$ cat src/rtl/fetch_stage_pkg.sv
// fetch_stage_pkg: shared pipeline constants and fetch FSM state type
package fetch_stage_pkg;
  localparam logic [31:0] NOP = 32'h0000_0013;
  localparam logic [31:0] PC_INC = 32'd4;
  typedef enum logic [1:0] {IDLE = 2'd0, REQ = 2'd1, WAIT = 2'd2} fetch_state_e;
endpackage

$ cat src/rtl/fetch_stage.sv
// fetch_stage: PC register, single-outstanding imem fetch FSM and one-entry output buffer
module fetch_stage
  import fetch_stage_pkg::*;
#(
  parameter logic [31:0] RESET_PC = 32'h0000_0000
) (
  input  logic        i_clk,
  input  logic        i_reset,
  input  logic        i_stall_fetch,
  input  logic        i_pc_sel,
  input  logic [31:0] i_pc_target,
  output logic        o_imem_req,
  output logic [31:0] o_imem_addr,
  input  logic        i_imem_gnt,
  input  logic        i_imem_rvalid,
  input  logic [31:0] i_imem_rdata,
  output logic [31:0] o_pc_fetch,
  output logic [31:0] o_instr_fetch,
  output logic        o_valid_fetch
);
  fetch_state_e r_state;
  logic [31:0]  r_pc_q, r_pc_req, r_buf_pc, r_buf_instr;
  logic         r_kill, r_buf_valid;
  logic         w_consume, w_can_issue, w_grant, w_rv;
  assign w_consume     = r_buf_valid && !i_stall_fetch;
  assign w_can_issue   = !r_buf_valid || w_consume;
  assign o_imem_req    = (r_state == REQ) && w_can_issue;
  assign o_imem_addr   = r_pc_q;
  assign w_grant       = o_imem_req && i_imem_gnt;
  assign w_rv          = (r_state == WAIT) && i_imem_rvalid;
  assign o_valid_fetch = r_buf_valid;
  assign o_pc_fetch    = r_buf_valid ? r_buf_pc : 32'h0;
  assign o_instr_fetch = r_buf_valid ? r_buf_instr : NOP;
  always_ff @(posedge i_clk) begin
    if (!i_reset) begin
      r_state     <= IDLE;
      r_pc_q      <= RESET_PC;
      r_pc_req    <= RESET_PC;
      r_kill      <= 1'b0;
      r_buf_valid <= 1'b0;
      r_buf_pc    <= 32'h0;
      r_buf_instr <= NOP;
    end else begin
      r_state <= (r_state == IDLE) ? REQ :
                 (r_state == REQ)  ? (w_grant ? WAIT : REQ) :
                 (w_rv ? REQ : WAIT);
      r_pc_q <= i_pc_sel ? i_pc_target : w_grant ? r_pc_q + PC_INC : r_pc_q;
      if (w_grant) r_pc_req <= r_pc_q;
      // a redirect while a request is in flight marks its response as wrong-path
      if (w_rv) r_kill <= 1'b0;
      else if (i_pc_sel && (w_grant || r_state == WAIT)) r_kill <= 1'b1;
      if (i_pc_sel) r_buf_valid <= 1'b0;
      else if (w_rv && !r_kill) begin
        r_buf_valid <= 1'b1;
        r_buf_pc    <= r_pc_req;
        r_buf_instr <= i_imem_rdata;
      end else if (w_consume) r_buf_valid <= 1'b0;
    end
  end
endmodule

$ cat config.mk
export PLATFORM = sky130hd
export DESIGN_NAME = fetch_stage
export DESIGN_NICKNAME = d
export VERILOG_FILES = /design/src/rtl/fetch_stage_pkg.sv /design/src/rtl/fetch_stage.sv
export SDC_FILE = /design/constraint.sdc
export NUM_CORES = 1
export LEC_CHECK = 0
export BUFFER_PORTS_ARGS = -buffer_cell sky130_fd_sc_hd__buf_2
export CAP_MARGIN = 20
export CORE_ASPECT_RATIO = 1.25
export CORE_MARGIN = 2
export CORE_UTILIZATION = 47
export DETAILED_ROUTE_END_ITERATION = 10
export PLACE_DENSITY_LB_ADDON = 0.05
export SYNTH_ARGS = -nofsm -noshare
export SYNTH_HDL_FRONTEND = slang
export SYNTH_SLANG_ARGS = --single-unit
$ cat constraint.sdc
create_clock -name i_clk -period 2.1 [get_ports i_clk]
set_clock_uncertainty 0.2 [all_clocks]
set_input_delay 0.21 -clock i_clk [delete_from_list [all_inputs] [get_ports i_clk]]
set_output_delay 0.21 -clock i_clk [all_outputs]
set_load 0.02 [all_outputs]
## Yosys cells after proc, flatten, opt, wreduce, memory -nomap -nowiden

Cells that the tools add are included.
W data, S select, Z words.

- Output and inout port bits: 98
- Logic and storage cells: 41
- Bits in registers: 132
- Input port bits: 70

- Reductions and logical operators: 18
- Bitwise operators: 2
- $add $sub $neg: 1
- Muxes and demuxes: 10
- Equality and inequality tests: 2

Operators with widths:

| operator | number |
|---|---|
| $mux W32 | 4 |
| $add A32 B3 Y32 const B | 1 |
| $logic_and A1 B1 Y1 | 6 |
| $mux W2 | 3 |
| $reduce_or A2 Y1 | 3 |
| $reduce_bool A2 Y1 | 2 |
| $logic_not A1 Y1 | 3 |
| $mux W1 | 3 |
| $eq A2 B1 Y1 const B | 1 |
| $eq A2 B2 Y1 const B | 1 |
| $logic_not A2 Y1 | 1 |
| $logic_or A1 B1 Y1 | 2 |
| $not A1 Y1 | 2 |
| $reduce_and A2 Y1 | 1 |

## Depth between registers and ports, before layout

Gate-level depths: netlist (run 1).

- Word-level depth: 8
- Gate-level depth with buffers: 7
- Gate-level depth less buffers: 6

## Least setup slack after synthesis (run 1)

OpenSTA, ideal clock, no wires.

- Kind: register -> register
- From: register r_pc_q[7], in the netlist o_imem_addr[7]
- To: register r_pc_q[31], in the netlist o_imem_addr[31]
- Period minus slack after synthesis: 2220 ps
- Cell stages (with the launch flop): 8
- Setup time: 117 ps
- Setup slack: -120 ps
- Data arrival time: 1903 ps
- Cell sequence: dfxtp_1 > clkbuf_2 > nand4_1 > or4_1 > buf_6 > nor4_4 > xor2_1 > a22o_1

- Word-level cells in the longest chain between the ends: 3

RTL lines:

| element | RTL line | source |
|---|---|---|
| start: declaration | fetch_stage.sv:22 | `logic [31:0] r_pc_q, r_pc_req, r_buf_pc, r_buf_instr;` |
| start signal: assignment | fetch_stage.sv:47 | `r_pc_q <= i_pc_sel ? i_pc_target : w_grant ? r_pc_q + PC_INC : r_pc_q;` |
| $add A32 B3 Y32 | fetch_stage.sv:47 |  |
| $mux W32 (2 in a row) | fetch_stage.sv:47 |  |

Every way passes these cells. The select of a mux whose other input is x is not followed.
A chain may end at the register's enable or synchronous reset.

## Final worst setup path (run 1)

- From: register r_pc_q[15], in the netlist o_imem_addr[15]
- To: register r_pc_q[31], in the netlist o_imem_addr[31]

The elaborated chain is that of the path after synthesis.

==> results of run 1 <==
-- how the worst max path moves through the flow --
stage / endpoint / slack (ns) / cells past startpoint / startpoint
after CTS: o_imem_addr[19] / 0.06 / 5 / r_state[0]
after global routing: o_imem_addr[31] / 0.02 / 6 / o_imem_addr[20]
after detailed placement: o_imem_addr[19] / 0.09 / 5 / r_state[0]
after floorplan: o_imem_addr[31] / 0.01 / 6 / o_imem_addr[21]
after global placement: o_imem_addr[31] / 0.12 / 6 / o_imem_addr[15]
final: o_imem_addr[31] / 0.09 / 6 / o_imem_addr[15]
-- report_power, final --
part,leakage (uW),internal [uW],switching (uW),total (uW)
Clock,0.000286,1890,998,2890
Combinational,0.00211,322,339,661
Sequential,0.00108,2580,48.1,2630
Total,0.00347,4800,1380,6180
-- state kept, by name, indices dropped and copies added (netlist names) --
name / count
o_valid_fetch: 1
o_imem_addr: 32
r_buf_pc: 32
r_kill: 1
r_pc_req: 32
r_state: 2
r_buf_instr: 32
-- routing by layer --
layer	vias up	part of all wire [%]
met5	-	0
met4	0	0.54
met3	5	4.4
met2	156	48
met1	2585	47
li1	2874	-
-- repair_timing --
item / 4_1_cts / 5_1_grt
endpoints found under the setup margin: 0 / 28
resized for setup: 0 / 5
endpoints found under the hold margin: 65 / 0
hold buffers: 66 / 0
-- final cells by class --
cell class | count | area, sq um | area share (%)
sequential | 132 | 2660 | 31.8
clock buffer | 26 | 509 | 6.08
clock inverter | 4 | 70.1 | 0.837
multi-input combinational | 532 | 3030 | 36.2
timing repair buffer | 275 | 1880 | 22.5
inverter | 5 | 18.8 | 0.224
tap | 164 | 205 | 2.45
-- worst max-delay path, cell delays in order, from the launching register on --
cell	delay, ns
dfxtp_2	0.33
nand4_2	0.13
or4_1	0.54
buf_4	0.19
nor4_4	0.22
xor2_1	0.09
a22o_1	0.20
-- Yosys cell counts, drive strengths merged --
cell type  number
and3            6
nor3           11
nand2b          6
o21ba           1
nor2b           3
nand2         212
nor2            3
mux2i           3
xnor2          22
and4b           1
xor2            6
inv             5
nor4           10
buf             5
clkbuf         48
nand4          10
ha              1
nand3          10
o21ai          30
o211a           1
nand4b          1
or4             2
or3             1
a22o            1
nand3b          1
dfxtp         132
and2           66
o311a           1
and4            3
a21oi          24
o21a            1
a21boi         94
nor4b           1
-- metrics by stage --
| step | area, sq um | cells | total power [uW] |
|---|---|---|---|
| final | 8370 | 1138 | 6180 |
| after detailed placement | 7110 | 1042 | 3240 |
| after global routing | 8370 | 1138 | 6410 |
| after floorplan | 5890 | 722 | 2990 |
| after global placement | 7110 | 1042 | 3230 |
| after CTS | 8350 | 1138 | 6220 |
-- logic make-up (layout without fill, tap and decap cells) --
group           Yosys count  in the layout
mux                       3              3
compound gates          153            153
xor+xnor                 28             28
fa+ha+maj                 1              1
simple gates            347            347
flops                   132            132
buf+inv                  58            310
==> metrics.yaml, run 1 <==
grt_util_met2_pct: 38.5
num_io_pins: 168
r2r_setup_slack_ns: 0.09
fp.dieArea_sq_um: 13400
final_layout_size_suffix_gt1_share_pct: 26.5
synth_cells: 722
final_util_pct: 68.8
power.density_nw_per_um2: 738
placement.io_buffers: 167
min_path_type: "primary input to register"
synth.area.top_cells: "dfxtp_1, nand2_1, a21boi_0"
synth_top_family_by_area: "simple AND/OR/NAND/NOR gates"
syn2layout_area_growth_pct: 42.6
synth_cell_types: 41
wire_per_inst_um: 13.4
layout_commonest_cell: "nand2_1"
tns_ns: 0
critPathLaunchType: "register"
post-route-period-util_pct: 95.5
fillers: 1040
clk_pin_slew_ns: 0.06
nets: 1034
vias_per_cell: 4.94
cts_setup_buffers: 0
outcome: "finished, final reports clean"
min-delay-start: "i_imem_rvalid"
grt_overflow_total: 0
cp.arrival_ns: 2.10
pre_cts_slack_ns: 0.0865
clk_path_buf_depth: 2
final-setup-viol-count: 0
worst_slew_pin_slew_ns: 0.419
cp_data_required_time_ns: 2.20
max_freq_mhz: 499
drt-total-wl_um: 15200
grt_pass1_vias: 5265
std_cell_rows: 45
synth_xor_area_share_pct: 4.18
rr_worst_depth: 6
drt_iter0_markers: 295
holdWs_ns: 0.0964
period_minus_slack_ns: 2.01
synth_compound_area_share_pct: 17.4
report.final.slew_viol_count: 0
ys_seq_elements: 132
synth_fa_ha_area_share_pct: 0.213
cts_tree: "yes"
cts-htree-levels: 4
drv_cap: 0
core_area_sq_um: 12200
gp_congestion: 0.867
critPathKind: "register to register"
synth_simple_gate_area_share_pct: 28.7
hold_violations: 0
dp_hpwl_um: 9890
synth_top_area_cell: "dfxtp_1"
avgSynthCellArea_sq_um: 8.13
timing.rr.start: "o_imem_addr[15]"
leakage_uw: 0.00347
cts_inserted_buffers: 17
rsz0062_at_grt: "false"
grt_max_degree: 67
vias: 5620
dr.pass1.iters: 4
cts_root_buf: "clkbuf_16"
slew_headroom_pct: 71.8
yosys_warnings: 0
die_width_um: 104
use_met1_pct: 29.3
final_cell_mix: "nand2_1, buf_2, dfxtp_1"
antenna_found_initial: 0
antenna_cells: 0
hold_depth: 4
worstPathMaxFanout: 6
yosys-mux-area-fraction_pct: 0.512
initial_core_util_pct: 48.3
top_usage_layer: "met2"
met3_usage_pct: 5.17
ir_worst_vdd_v: 0.000428
die_h_um: 129
track_usage_pct: 22.8
synth_area_sq_um: 5870
synth_nets: 793
clk_latency_ns: 0.40
cp-end-kind: "register"
whs_endpoint: "r_kill"
synth_top_cell_area_share_pct: 45.0
fin_ws_ns: 0.0948
yosysSeqAreaShare_pct: 45.0
cts_sinks: 132
final_antenna_net_count: 0
drc_errors: 0
r2r_end: "o_imem_addr[31]"
grt_pass1_wl_um: 25000
No activity file was read; power rests on OpenSTA's default activity.
==> inputs of run 2 (changes only) <==
--- a/config.mk
+++ b/config.mk
@@ -12,6 +12,7 @@
 export CORE_UTILIZATION = 47
 export DETAILED_ROUTE_END_ITERATION = 10
 export PLACE_DENSITY_LB_ADDON = 0.05
+export REMOVE_ABC_BUFFERS = 1
 export SYNTH_ARGS = -nofsm -noshare
 export SYNTH_HDL_FRONTEND = slang
 export SYNTH_SLANG_ARGS = --single-unit
==> run 2 against run 1 <==
The flow now finishes with violations (negative hold slack). Critical endpoint is now o_imem_addr[25]. Sequential cell count unchanged. Design area increased by 0.12%. Hold slack got worse by 0.10 ns. Sequential share of layout area decreased by 0.19 points.
==> metrics.yaml, run 2 (same netlist as run 1, synthesis figures left out) <==
period_minus_slack_ns: 2.01
seq_area_sq_um: 2650
cp-end-kind: "register"
syn2layout_area_growth_pct: 42.8
grt_pass1_vias: 5434
cts_root_buf: "clkbuf_16"
p_int_uw: 4710
multi_input_area_sq_um: 3010
placement.io_buffers: 167
drt_iter0_markers: 265
track_usage_pct: 23.5
die_h_um: 129
nets: 1038
antenna_cells: 0
finalInstanceArea_sq_um: 8380
worstPathMaxFanout: 4
power.density_nw_per_um2: 738
clk_path_buf_depth: 2
pwr-share-comb_pct: 10.6
cts_inserted_buffers: 17
wire_per_inst_um: 13.6
num_io_pins: 168
grt_overflow_total: 0
outcome: "finished with violations"
clk_latency_ns: 0.41
switching_share_pct: 23.9
std_cell_rows: 45
rsz0062_at_grt: "false"
fin_ws_ns: 0.0882
power_frac_clock_pct: 46.8
grt_max_degree: 76
antenna_found_initial: 0
cp_data_required_time_ns: 2.19
dp_hpwl_um: 9860
layout_commonest_cell: "nand2_1"
cts-htree-levels: 4
violations: "negative hold slack"
drv_cap: 0
power_switching_uw: 1480
final-setup-viol-count: 0
worst_slew_pin_slew_ns: 0.591
leakage_uw: 0.00347
total_power_uw: 6190
drt-total-wl_um: 15600
place_area_sq_um: 7080
final_cell_mix: "nand2_1, buf_2, dfxtp_1"
final_layout_size_suffix_gt1_share_pct: 26.0
report.final.slew_viol_count: 0
drc_errors: 0
cts_tree: "yes"
seqPwrFrac_pct: 42.6
cts_sinks: 132
post-route-period-util_pct: 95.8
dr.pass1.iters: 4
final_antenna_net_count: 0
holdWs_ns: -0.00526
critPathKind: "register to register"
cp.arrival_ns: 2.10
max_freq_mhz: 497
fp.dieArea_sq_um: 13400
slew_headroom_pct: 60.2
vias: 5607
min_path_type: "primary input to register"
pre_cts_slack_ns: 0.0200
ir_worst_vdd_v: 0.000567
fillers: 1039
vias_per_cell: 4.90
core_area_sq_um: 12200
critPathLaunchType: "register"
hold_violations: 1
initial_core_util_pct: 48.3
clk_pin_slew_ns: 0.06
die_width_um: 104
gp_congestion: 0.822
grt_pass1_wl_um: 25600
==> run 2: power by group through the flow <==
stage / Sequential (uW) / Combinational (uW) / Clock (uW)
finish: 2640 / 657 / 2890
global route: 2640 / 717 / 3060
CTS: 2630 / 654 / 2960
detailed placement: 2690 / 552 / 0
global placement: 2680 / 546 / 0
floorplan: 2750 / 192 / 0
==> run 2: timing repair <==
| action | CTS | global route |
|---|---|---|
| hold buffers | 69 | 0 |
| pin swaps | 0 | 6 |
| gates resized for setup | 1 | 5 |
| setup endpoints to repair | 1 | 66 |
| endpoints found under the hold margin | 73 | 0 |
| setup buffers | 0 | 1 |
==> run 2: worst max-delay path: stages (launching register included) <==
cell and delay, ns:
dfxtp_1 0.34, nand4_1 0.12, or4_4 0.57, buf_6 0.15
nor4_4 0.27, xnor2_1 0.16, a21oi_1 0.09
==> run 2: worst paths after layout <==
check                   from               to  slack (ns)  depth (start not counted)
min           i_pc_target[7]   o_imem_addr[7]      -0.005                          3
min reg2reg  r_buf_instr[21]  r_buf_instr[21]        0.26                          2
max reg2reg  o_imem_addr[16]  o_imem_addr[25]        0.09                          6
max          o_imem_addr[16]  o_imem_addr[25]        0.09                          6
==> run 2: stage by stage <==
| step | std cells | utilization, % | TNS (ns) | hold slack, ns |
|---|---|---|---|---|
| after global placement | 1042 | 58.2 | 0 | 0.224 |
| after global routing | 1144 | 68.9 | 0 | 0.0182 |
| after CTS | 1143 | 68.7 | 0 | 0.00212 |
| final | 1144 | 68.9 | 0 | -0.00526 |
| after floorplan | 669 | - | -98.41 | 0.0818 |
| after detailed placement | 1042 | 58.2 | 0 | 0.225 |
==> run 2: cell type report <==
cell class / instances / area share (%)
Clock buffer: 20 / 5.45
Clock inverter: 12 / 1.57
Inverter: 5 / 0.224
Multi-Input combinational cell: 532 / 36.0
Sequential cell: 132 / 31.6
Tap cell: 164 / 2.45
Timing Repair Buffer: 279 / 22.8
==> run 2: metal layers <==
metal / vias to the layer above / global-route usage (%) / wire, um
met2: 148 / 41.4 / 7850
met3: 17 / 5.22 / 670
met5: - / 0 / 0
li1: 2879 / - / -
met1: 2563 / 28.6 / 6830
met4: 0 / 7.71 / 218
